--- src/rtl/pipe_ctrl.sv ---
// Stall/flush controller for the 5-stage pipe: hazard priority, deferred
// mispredict redirect across memory freezes, and saturating event counters.
module pipe_ctrl #(
  parameter int FLUSH_CYC = 1,
  parameter int CNT_W     = 32
) (
  input  logic             clk,
  input  logic             rst,
  input  logic             if_stl,
  input  logic             mm_stl,
  input  logic             id_ld_hz,
  input  logic             ex_mis,
  input  logic [31:0]      ex_tgt,
  output logic [4:0]       stall,
  output logic [4:0]       flush,
  output logic             redir_en,
  output logic [31:0]      redir_pc,
  output logic [CNT_W-1:0] cnt_stall,
  output logic [CNT_W-1:0] cnt_flush
);

  localparam int FW = $clog2(FLUSH_CYC + 1);
  localparam logic [FW-1:0] FRELOAD = FW'(FLUSH_CYC - 1);

  localparam logic [4:0] S_FRZ = 5'b01111;
  localparam logic [4:0] S_LDU = 5'b00011;
  localparam logic [4:0] F_LDU = 5'b00100;
  localparam logic [4:0] S_PC  = 5'b00001;
  localparam logic [4:0] F_IF  = 5'b00010;
  localparam logic [4:0] F_MIS = 5'b00110;

  typedef enum logic [1:0] {
    RUN,
    PEND,
    FLUSH
  } state_t;

  state_t        state, state_nx;
  logic [31:0]   pend_tgt, pend_nx;
  logic [FW-1:0] fcnt, fcnt_nx;
  logic [4:0]    stl_c, fl_c;
  logic          ren_c;
  logic [31:0]   rtgt;
  logic [CNT_W-1:0] cs_q, cf_q;

  always_comb begin
    state_nx = state;
    pend_nx  = pend_tgt;
    fcnt_nx  = fcnt;
    stl_c    = '0;
    fl_c     = '0;
    ren_c    = 1'b0;
    rtgt     = ex_tgt;
    unique case (state)
      RUN: begin
        priority case (1'b1)
          mm_stl: begin
            stl_c = S_FRZ;
            if (ex_mis) begin
              pend_nx  = ex_tgt;
              state_nx = PEND;
            end
          end
          ex_mis: begin
            ren_c = 1'b1;
            fl_c  = F_MIS;
            if (FLUSH_CYC > 1) begin
              fcnt_nx  = FRELOAD;
              state_nx = FLUSH;
            end
          end
          id_ld_hz: begin
            stl_c = S_LDU;
            fl_c  = F_LDU;
          end
          if_stl: begin
            stl_c = S_PC;
            fl_c  = F_IF;
          end
          default: ;
        endcase
      end
      PEND: begin
        if (mm_stl) begin
          stl_c = S_FRZ;
        end else begin
          ren_c = 1'b1;
          rtgt  = pend_tgt;
          fl_c  = F_MIS;
          if (FLUSH_CYC > 1) begin
            fcnt_nx  = FRELOAD;
            state_nx = FLUSH;
          end else begin
            state_nx = RUN;
          end
        end
      end
      FLUSH: begin
        priority case (1'b1)
          mm_stl: begin
            stl_c = S_FRZ;
            // EX is frozen too, so a mispredict here waits like in RUN
            if (ex_mis) begin
              pend_nx  = ex_tgt;
              state_nx = PEND;
            end
          end
          ex_mis: begin
            ren_c   = 1'b1;
            fl_c    = F_MIS;
            fcnt_nx = FRELOAD;
          end
          default: begin
            stl_c = S_PC;
            fl_c  = F_IF;
            if (fcnt == FW'(1)) state_nx = RUN;
            else fcnt_nx = fcnt - FW'(1);
          end
        endcase
      end
      default: state_nx = RUN;
    endcase
  end

  assign stall    = rst ? '0 : stl_c;
  assign flush    = rst ? '0 : fl_c;
  assign redir_en = rst ? 1'b0 : ren_c;
  assign redir_pc = redir_en ? (rtgt & 32'hFFFF_FFFE) : '0;
  assign cnt_stall = rst ? '0 : cs_q;
  assign cnt_flush = rst ? '0 : cf_q;

  always_ff @(posedge clk) begin
    if (rst) begin
      state    <= RUN;
      pend_tgt <= '0;
      fcnt     <= '0;
    end else begin
      state    <= state_nx;
      pend_tgt <= pend_nx;
      fcnt     <= fcnt_nx;
    end
  end

  always_ff @(posedge clk) begin
    if (rst) begin
      cs_q <= '0;
      cf_q <= '0;
    end else begin
      if (|stall && cs_q != '1) cs_q <= cs_q + CNT_W'(1);
      if (redir_en && cf_q != '1) cf_q <= cf_q + CNT_W'(1);
    end
  end

endmodule

--- config.mk ---
export PLATFORM = sky130hd
export DESIGN_NAME = pipe_ctrl
export DESIGN_NICKNAME = d
export VERILOG_FILES = /design/src/rtl/pipe_ctrl.sv
export SDC_FILE = /design/constraint.sdc
export NUM_CORES = 1
export LEC_CHECK = 0
export CELL_PAD_IN_SITES_DETAIL_PLACEMENT = 2
export CELL_PAD_IN_SITES_GLOBAL_PLACEMENT = 2
export CORE_UTILIZATION = 27
export DETAILED_ROUTE_END_ITERATION = 10
export HOLD_SLACK_MARGIN = 0.12
export PLACE_DENSITY = 0.87
export REMOVE_ABC_BUFFERS = 1
export SETUP_SLACK_MARGIN = 0.5
export SYNTH_ARGS = -nofsm -noshare
export SYNTH_HDL_FRONTEND = slang
export SYNTH_SLANG_ARGS = --single-unit
--- constraint.sdc ---
create_clock -name clk -period 2.8 [get_ports clk]
set_input_delay 0.42 -clock clk [delete_from_list [all_inputs] [get_ports clk]]
set_output_delay 0.42 -clock clk [all_outputs]
set_load 0.03 [all_outputs]
==> results of run 1 <==
registers in the layout, indices dropped and copies added (netlist names):
register and count:
cf_q 32, cs_q 32, state 2, fcnt 1, pend_tgt 31
metrics by stage:
stage	power (W)	worst slack (ns)	TNS [ns]	std cells
after global placement	0.00184	-0.0247	-0.0247	1119
final	0.00319	0.509	0	1141
after CTS	0.00320	0.426	0	1135
after global routing	0.00331	0.386	0	1141
after detailed placement	0.00186	-0.0755	-0.310	1119
after floorplan	0.00164	-1.25	-51.46	691
per-layer routing:
metal,vias to the layer above,track usage [%]
li1,2811,-
met1,2853,23.2
met2,136,35.7
met3,22,3.31
met4,0,5.94
met5,-,0
final timing paths:
path	start	to	slack, ns	cells after the start
hold reg to reg	pend_tgt[4]	pend_tgt[4]	0.46	2
setup reg to reg	cf_q[26]	cf_q[27]	0.51	5
setup / recovery	cf_q[26]	cf_q[27]	0.51	5
hold / removal	ex_mis	fcnt	0.44	2
power by group:
group	internal, W	switching, W
Sequential	0.00142	0.0000232
Combinational	0.000156	0.000245
Clock	0.000748	0.000592
Total	0.00233	0.000860
cell usage in the layout, fill, tap and decap left out, drive strengths merged, types with 2 or more instances in the layout:
master	synthesis	routed
a2111oi	5	5
and4	8	8
and3	8	8
clkbuf	31	13
nor3	22	22
nand2	153	153
o2111ai	3	3
a21oi	78	78
and2	6	6
dfxtp	98	98
o211ai	2	2
nand2b	4	4
or4	5	5
o31ai	14	14
nor2b	55	55
o21ai	17	17
mux2	37	37
buf	20	67
xnor2	4	4
dlymetal6s2s	0	7
or3	12	12
inv	15	17
conb	1	5
nor4	12	12
nand4	16	16
dlygate4sd2	0	4
nor3b	2	2
ha	2	2
nor2	61	61
clkdlybuf4s50	0	89
a211oi	3	3
o21a	4	4
nand3	30	30
final cells by class:
cell class	instances	area (um^2)
Clock buffer	11	253
Clock inverter	5	60.1
Fill cell	2247	12100
Inverter	15	58.8
Multi-Input combinational cell	578	3290
Sequential cell	98	1970
Tap cell	265	332
Timing Repair Buffer	169	1610
cells by family (layout without fill, tap and decap cells):
family                     after synthesis  count (layout)  share of synthesized area, %
DFF                                     98              98                          36.0
xor gates and xnor gates                 4               4                         0.643
muxes                                   37              37                          7.65
and+or+nand+nor                        400             400                          35.8
buffers and inverters                   66             200                          5.42
AOI/OAI and AO/OA                      130             130                          13.9
other                                    1               5                        0.0688
adders and majority gates                2               2                         0.459
what timing repair did:
item | 4_1_cts | 5_1_grt
setup buffers | 0 | 5
resized for setup | 19 | 15
pin swaps | 0 | 2
setup endpoints to repair | 68 | 53
gates cloned | 0 | 1
==> metrics.md, run 1 <==
| Metric | Value |
|---|---|
| Register area share after synthesis | `36.0%` |
| Die width | `144 um` |
| Dominant cells by area after synthesis | `dfxtp_1 36%, nand2_1 11%, mux2_2 7.6%, a21oi_1 7.2%, nor2b_1 6.3%` |
| Met3 Wirelength | `962 um` |
| Ant diodes | `0` |
| Initial Util | `27.7%` |
| WHS | `0.444 ns` |
| PD cells | `421 mW/mm^2` |
| CP Cell Sequence | `nand4_1 -> or3_1 -> o2111ai_1 -> nor3_1 -> mux2_2` |
| Yosys top cell area share | `36.0%` |
| WL met2 | `10.2 mm` |
| First-pass GRT wire length | `31.9 mm` |
| Worst path slowest cell | `or3_1` |
| WP data arrival | `2.54 ns` |
| DIE HEIGHT | `144 um` |
| Placed instance area | `0.00711 mm^2` |
| Share of cells above drive strength 1 | `16.3%` |
| Worst setup SP type | `register` |
| Clock Sinks | `98` |
| Reg clk slew, reported paths | `0.07 ns` |
| Largest area contributor in the netlist | `dfxtp_1` |
| Max-Slew Margin vs Limit | `60.7%` |
| Fin crit share | `81.8%` |
| Drt via density | `5.10` |
| Initial DRT Pass Iterations | `4` |
| Remaining global-route overflow | `0` |
| TritonCTS buffer count | `9` |
| Worst VDD drop | `0.286 mV` |
| Hold WC Path Type | `primary input to register` |
| Core Util, Final | `38.5%` |
| CP required | `3.05 ns` |
| Final instance area | `0.00757 mm^2` |
| Clock buffer depth | `2` |
| DRC viols | `0` |
| Most instantiated cells after synthesis | `153 x nand2_1, 98 x dfxtp_1, 78 x a21oi_1` |
| Setup crit end kind | `register` |
| Top sig layer | `met4` |
| Via count | `5822` |
| Unrepaired setup endpoints after global routing | `true` |
| Synth warn | `0` |
| Crit Path Max Fanout | `6` |
| Critical path buffer and inverter count | `0` |
| Vias in the first global route | `6218` |
| RD Place Congestion | `0.770` |
| # H-tree levels | `3` |
| Clock Skew | `0.0123 ns` |
| Post-synthesis cell type count | `48` |
| Mapped Cells | `738` |
| Worst-skew pair later-pin latency | `0.36 ns` |
| Drt initial violations | `215` |
| Met1 WL | `9.25 mm` |
| Top_reg_cell synth | `dfxtp_1` |
| Initial antenna violation count | `0` |
| Status | `completed` |
| Max incr delay on CP | `0.51 ns` |
| CTS Hold Bufs | `0` |
| Routed Antenna Nets | `0` |
| Max-slew violation count | `0` |
| Min Tclk post-route | `2.29 ns` |
| Largest net degree at the start of global routing | `38` |
| Nets | `911` |
| Leak | `2.84 nW` |
| Async set-or-reset flop fraction in the synthesized netlist | `0%` |
| Layout area overhead | `38.9%` |
| Most frequent cell after synthesis | `nand2_1` |
| PortBufs | `138` |
| Root Buffer | `clkbuf_16` |
| Placeable Area | `0.0197 mm^2` |
| Tot GR Track Use | `19.6%` |
| Row count | `51` |
| Worst Tran Pin Value | `0.589 ns` |
| WL/cell | `18.1 um` |
| Post-synth EDFFs | `0` |
| Routed WL | `20.7 mm` |
| Post-synthesis cell area | `0.00545 mm^2` |
| Final setup viols | `0` |
| Fmax achieved | `0.437 GHz` |
| TritonCTS clock tree | `done` |
| DP HPWL | `14.4 mm` |
| MaxCap Viol Count | `0` |
| WS Path Type | `register to register` |
| DIE AREA | `0.0208 mm^2` |
| Fin. Hold Viols | `0` |
| I/O Pins | `145` |
| Synth Area per Inst | `7.38 um^2` |
| Seq cells post-synth | `98` |
| Crit-path leading delay family | `simple AND/OR/NAND/NOR gates` |
Note: power is estimated with default switching activity, not from simulation.
==> run 2: changes to the inputs <==
--- a/config.mk
+++ b/config.mk
@@ -7,10 +7,10 @@
 export LEC_CHECK = 0
 export CELL_PAD_IN_SITES_DETAIL_PLACEMENT = 2
 export CELL_PAD_IN_SITES_GLOBAL_PLACEMENT = 2
-export CORE_UTILIZATION = 27
+export CORE_UTILIZATION = 24
 export DETAILED_ROUTE_END_ITERATION = 10
 export HOLD_SLACK_MARGIN = 0.12
-export PLACE_DENSITY = 0.87
+export PLACE_DENSITY = 0.83
 export REMOVE_ABC_BUFFERS = 1
 export SETUP_SLACK_MARGIN = 0.5
 export SYNTH_ARGS = -nofsm -noshare
==> constraint.sdc (replaced) <==
create_clock -name clk -period 2 [get_ports clk]
set_input_delay 0.3 -clock clk [delete_from_list [all_inputs] [get_ports clk]]
set_output_delay 0.3 -clock clk [all_outputs]
set_load 0.03 [all_outputs]
==> metrics.md, run 2 (synthesized netlist as in run 1, its figures left out) <==
| Metric | Value |
|---|---|
| CTS Hold Bufs | `0 (unchanged)` |
| Vias in the first global route | `8088 (+30%)` |
| RD Place Congestion | `0.817 (+6.2%)` |
| Clock buffer depth | `2 (unchanged)` |
| Worst setup SP type | `register` |
| Worst setup path endpoint | `cf_q[14]` |
| Initial DRT Pass Iterations | `8 (+4)` |
| Routed Antenna Nets | `0 (unchanged)` |
| Largest net degree at the start of global routing | `32 (-16%)` |
| Placeable Area | `0.0220 mm^2 (+12%)` |
| R2R setup slack | `-0.34 ns (-0.85 ns)` |
| Via count | `7530 (+29%)` |
| Non-filler cells, final | `1353 (+19%)` |
| DIE AREA | `0.0233 mm^2 (+12%)` |
| MaxCap Viol Count | `0 (unchanged)` |
| Core Util, Final | `53.5% (+15 points)` |
| Share of cells above drive strength 1 | `65.0% (+49 points)` |
| Max-slew violation count | `0 (unchanged)` |
| WL/cell | `31.2 um (+72%)` |
| Drt initial violations | `335 (+56%)` |
| Final setup viols | `66 (+66)` |
| TritonCTS clock tree | `done` |
| Fin crit share | `117% (+35 points)` |
| Root Buffer | `clkbuf_16` |
| # H-tree levels | `3 (unchanged)` |
| Worst-skew pair later-pin latency | `0.38 ns (+0.02 ns)` |
| Multi-input gate area | `0.00521 mm^2 (+58%)` |
| WS Path Type | `register to register` |
| Remaining global-route overflow | `0 (unchanged)` |
| DIE HEIGHT | `153 um (+6.0%)` |
| Met3 Wirelength | `1.61 mm (+68%)` |
| DRC viols | `14 (+14)` |
| Reg clk slew, reported paths | `0.09 ns (+0.02 ns)` |
| Hold WC Path Type | `primary input to register` |
| Initial antenna violation count | `0 (unchanged)` |
| Drt via density | `5.57 (+9.1%)` |
| Fmax achieved | `0.428 GHz (-2.1%)` |
| Unrepaired setup endpoints after global routing | `true` |
| Setup crit start | `state[0]` |
| CP required | `2.27 ns (-0.78 ns)` |
| Top sig layer | `met4` |
| TritonCTS buffer count | `9 (unchanged)` |
| Placed instance area | `0.00789 mm^2 (+11%)` |
| Fin. Hold Viols | `0 (unchanged)` |
| DP HPWL | `17.2 mm (+20%)` |
| Clock Skew | `0.0183 ns (+0.00605 ns)` |
| Commonest non-fill, non-tap cell in the layout | `buf_6` |
| Crit Path Max Fanout | `5 (-1)` |
| Clock Sinks | `98 (unchanged)` |
| Status | `finished, violations left` |
| Worst VDD drop | `0.374 mV (+31%)` |
| Failing checks | `design-rule violations, negative setup slack` |
| Layout area overhead | `116%` |
| PD cells | `417 mW/mm^2 (-0.93%)` |
| Nets | `1108 (+22%)` |
| Tot GR Track Use | `28.5% (+8.9 points)` |
| R2R depth | `9 (+4)` |
| Ant diodes | `0 (unchanged)` |
| WHS | `0.433 ns (-0.0111 ns)` |
| WL met2 | `22.8 mm (+120%)` |
| Final worst setup slack | `-0.339 ns (-0.848 ns)` |
| Most frequent cells in the layout | `149 x buf_6, 147 x buf_4, 141 x nand2_1` |
| WP data arrival | `2.61 ns (+0.07 ns)` |
| Reg area | `0.00205 mm^2 (+4.2%)` |
| Pre-CTS setup slack | `-0.633 ns (-0.557 ns)` |
| Setup crit end kind | `register` |
| Placed cell count | `1233 (+10%)` |
| PortBufs | `138 (unchanged)` |
| Leak | `4.49 nW (+58%)` |
| Initial Util | `24.7% (-3.0 points)` |
| First-pass GRT wire length | `50.4 mm (+58%)` |
| Met1 WL | `14.5 mm (+57%)` |
| Largest regs | `cf_q x32, cs_q x32, pend_tgt x31` |
| I/O Pins | `145 (unchanged)` |
| Reg2Reg Capture Point | `cf_q[14]` |
| Min Tclk post-route | `2.34 ns (+0.0481 ns)` |
| Final instance area | `0.0118 mm^2 (+56%)` |
| Reg2reg start | `state[0]` |
| Routed WL | `42.2 mm (+100%)` |
| Row count | `54 (+5.9%)` |
| Die width | `153 um (+6.0%)` |
| Fill count | `2216 (-1.4%)` |
## run 2: worst min-delay path by stage
stage / start / endpoint / slack, ns / depth (start not counted)
finish: rst / cf_q[8] / 0.43 / 3
global placement: pend_tgt[4] / pend_tgt[4] / 0.44 / 2
global route: rst / cf_q[5] / 0.44 / 3
floorplan: rst / cf_q[15] / 0.37 / 1
detailed placement: pend_tgt[12] / pend_tgt[12] / 0.45 / 2
CTS: rst / cf_q[8] / 0.41 / 3
## run 2: per-layer routing
layer	track usage, %	up-vias
li1	-	3218
met1	29.0	3813
met2	54.7	319
met3	4.52	180
met4	16.3	0
met5	0	-
## run 2: final cells by class
class                      count  area share, %
inverter                      15          0.626
clock buffer                   9           1.91
clock inverter                 7          0.435
sequential                    98           17.4
multi-input combinational    578           44.2
tap                          280           2.97
timing repair buffer         366           32.5
## run 2: critical path, cell delays in order (launching register included)
cell and delay [ns]:
dfxtp_2 0.34, buf_6 0.12, and2b_2 0.27, buf_4 0.14, buf_6 0.13, o2111ai_4 0.13, a31oi_4 0.22, buf_6 0.16
nand4_1 0.31, mux2_4 0.42
## run 2: timing repair
| item | CTS | global route |
|---|---|---|
| pin swaps | 53 | 63 |
| cloned | 4 | 4 |
| setup endpoints to repair | 194 | 192 |
| buffers inserted | 38 | 58 |
| gates resized for setup | 698 | 309 |
## run 2: power by group
part | switching [W] | internal, W | leakage [nW]
logic | 0.000605 | 0.000442 | 3.54
clock network | 0.000988 | 0.000859 | 0.133
registers | 0.0000350 | 0.00199 | 0.823
total | 0.00163 | 0.00329 | 4.49
## run 2: through the flow
step | setup TNS, ns | total power, W
after floorplan | -106.59 | 0.00230
after global placement | -27.45 | 0.00266
after detailed placement | -38.56 | 0.00269
after CTS | -3.59 | 0.00464
after global routing | -10.26 | 0.00501
final | -8.63 | 0.00492
==> run 3: changes to the inputs <==
==> constraint.sdc (replaced) <==
create_clock -name clk -period 2 [get_ports clk]
set_input_delay 0.3 -clock clk [delete_from_list [all_inputs] [get_ports clk]]
set_output_delay 0.3 -clock clk [all_outputs]
set_load 0.05 [all_outputs]
==> metrics.md, run 3 (synthesized netlist as in run 1, its figures left out) <==
| Metric | Value |
|---|---|
| Drt initial violations | `370 (+10%)` |
| Pre-CTS setup slack | `-0.654 ns (-0.0209 ns)` |
| Clock Skew | `0.0141 ns (-0.00427 ns)` |
| Final worst setup slack | `-0.312 ns (+0.0269 ns)` |
| Final setup viols | `118 (+79%)` |
| Critical path buffer and inverter count | `5 (+1)` |
| MaxCap Viol Count | `0 (unchanged)` |
| RD Place Congestion | `0.834 (+2.0%)` |
| DRC viols | `10 (-4)` |
| Root Buffer | `clkbuf_16` |
| Worst Tran Pin Value | `0.491 ns` |
| Reg2reg start | `state[0]` |
| Hold path depth | `2 (-1)` |
| Switching Share | `34.5% (+1.4 points)` |
| Worst-skew pair later-pin latency | `0.39 ns (about the same)` |
| PD cells | `398 mW/mm^2 (-4.5%)` |
| Crit-path leading delay family | `buffers and inverters` |
| Setup crit end kind | `primary output` |
| Share of power burned in registers | `38.4% (-2.7 points)` |
| Crit Path Max Fanout | `7 (+2)` |
| Worst VDD drop | `0.696 mV (+86%)` |
| Drt via density | `5.70 (+2.4%)` |
| WL/cell | `34.7 um (+11%)` |
| Fin crit share | `116% (-1.3 points)` |
| Largest net degree at the start of global routing | `56 (+75%)` |
| WP data arrival | `2.01 ns (-0.60 ns)` |
| # H-tree levels | `3 (unchanged)` |
| Placeable Area | `0.0220 mm^2 (unchanged)` |
| First-pass GRT wire length | `54.7 mm (+8.5%)` |
| R2R setup slack | `-0.28 ns (+0.06 ns)` |
| Share of cells above drive strength 1 | `72.0% (+7.1 points)` |
| Initial antenna violation count | `0 (unchanged)` |
| Most frequent cells in the layout | `132 x buf_4, 116 x buf_6, 93 x nand2_1` |
| Reg clk slew, reported paths | `0.08 ns (about the same)` |
| Final instance area | `0.0133 mm^2 (+13%)` |
| Comb pwr share | `27.1% (+5.8 points)` |
| WS Path Type | `register to primary output` |
| DIE AREA | `0.0233 mm^2 (unchanged)` |
| Int Pwr | `0.00347 W (+5.6%)` |
| PortBufs | `138 (unchanged)` |
| Worst path slowest cell | `dfxtp_2` |
| CP required | `1.70 ns (-0.57 ns)` |
| I/O Pins | `145 (unchanged)` |
| Psw | `0.00183 W (+12%)` |
| Commonest non-fill, non-tap cell in the layout | `buf_4` |
| Placed instance area | `0.00833 mm^2 (+5.5%)` |
| TritonCTS buffer count | `9 (unchanged)` |
| Fin. Hold Viols | `0 (unchanged)` |
| Min Tclk post-route | `2.31 ns (-0.0269 ns)` |
| Failing checks | `design-rule violations, negative setup slack` |
| Via count | `7887 (+4.7%)` |
| Routed WL | `48.1 mm (+14%)` |
| Unrepaired setup endpoints after global routing | `true` |
| TritonCTS clock tree | `done` |
| Clk pwr share | `34.5% (-3.1 points)` |
| Die width | `153 um (unchanged)` |
| Initial Util | `24.7% (unchanged)` |
| Ant diodes | `0 (unchanged)` |
| HP Start | `pend_tgt[6]` |
| CP Cell Sequence | `buf_6 -> and2b_2 -> o21ai_4 -> buf_12 -> buf_6 -> a21oi_2 -> buf_4 -> buf_12` |
| Fill count | `2042 (-7.9%)` |
| Worst setup SP type | `register` |
| Nets | `1139 (+2.8%)` |
| Tot GR Track Use | `31.3% (+2.8 points)` |
| Max-slew violation count | `0 (unchanged)` |
| Routed Antenna Nets | `0 (unchanged)` |
| Vias in the first global route | `8389 (+3.7%)` |
| Max-Slew Margin vs Limit | `67.1%` |
| Clock buffer depth | `2 (unchanged)` |
| Hold WC Path Type | `register to register` |
| Leak | `5.22 nW (+16%)` |
| Remaining global-route overflow | `0 (unchanged)` |
| DP HPWL | `17.0 mm (-1.1%)` |
| DIE HEIGHT | `153 um (unchanged)` |
| Largest regs | `cf_q x32, cs_q x32, pend_tgt x31` |
| R2R depth | `10 (+1)` |
| Hold Crit Endpoint | `pend_tgt[6]` |
| Initial DRT Pass Iterations | `9 (+1)` |
| Clock Sinks | `98 (unchanged)` |
| Status | `finished, violations left` |
| Row count | `54 (unchanged)` |
| Fmax achieved | `0.433 GHz (+1.2%)` |
| Reg2Reg Capture Point | `cf_q[14]` |
| Layout area overhead | `144%` |
| Max incr delay on CP | `0.39 ns (-0.03 ns)` |
## run 3: repair_timing
| action | in CTS | in global routing |
|---|---|---|
| gates cloned | 13 | 6 |
| hold buffers | 0 | 0 |
| setup buffers | 53 | 67 |
| pin swaps | 70 | 80 |
| setup endpoints to repair | 196 | 193 |
| gates resized for setup | 473 | 364 |
## run 3: metal layers
| layer | global-route usage, % | wire length (um) |
|---|---|---|
| met1 | 31.4 | 16400 |
| met2 | 62.0 | 25700 |
| met3 | 4.38 | 2240 |
| met4 | 16.3 | 3710 |
| met5 | 0 | 0 |
## run 3: power by group through the flow
stage	clock, W	sequential [W]	combinational [W]
2_1_floorplan	0	0.00206	0.000300
3_3_place_gp	0	0.00206	0.000737
3_5_place_dp	0	0.00206	0.000759
4_1_cts	0.00175	0.00202	0.00110
5_1_grt	0.00191	0.00203	0.00146
6_report	0.00183	0.00203	0.00144
## run 3: worst max path at each step
stage	startpoint	cells after the start	end
CTS	state[0]	8	redir_pc[31]
global route	state[0]	8	redir_pc[6]
floorplan	state[0]	6	cf_q[27]
global placement	mm_stl	7	cs_q[28]
detailed placement	mm_stl	6	cs_q[12]
finish	state[0]	8	redir_pc[6]
## run 3: worst min-delay path, cell delays in order (launching register included)
cell and delay, ns:
dfxtp_1 0.32, nand2_1 0.07, a21oi_2 0.05
## run 3: final cells by class
type                       count  area (um^2)  area share [%]
clock buffer                  10          229            1.72
inverter                      15         68.8           0.517
clock inverter                 6         42.5           0.319
sequential                    98         2040            15.3
tap                          280          350            2.63
multi-input combinational    578         5670            42.5
timing repair buffer         397         4920            36.9
## run 3: per-stage QoR
| stage | TNS, ns | hold slack (ns) | power (W) | cells | util, % |
|---|---|---|---|---|---|
| 2_1_floorplan | -119.57 | 0.369 | 0.00236 | 691 | - |
| 3_3_place_gp | -29.18 | 0.443 | 0.00279 | 1229 | 37.8 |
| 3_5_place_dp | -39.38 | 0.451 | 0.00282 | 1229 | 37.8 |
| 4_1_cts | -3.43 | 0.460 | 0.00486 | 1311 | 51.0 |
| 5_1_grt | -17.03 | 0.495 | 0.00541 | 1384 | 60.5 |
| 6_report | -14.49 | 0.476 | 0.00530 | 1384 | 60.5 |
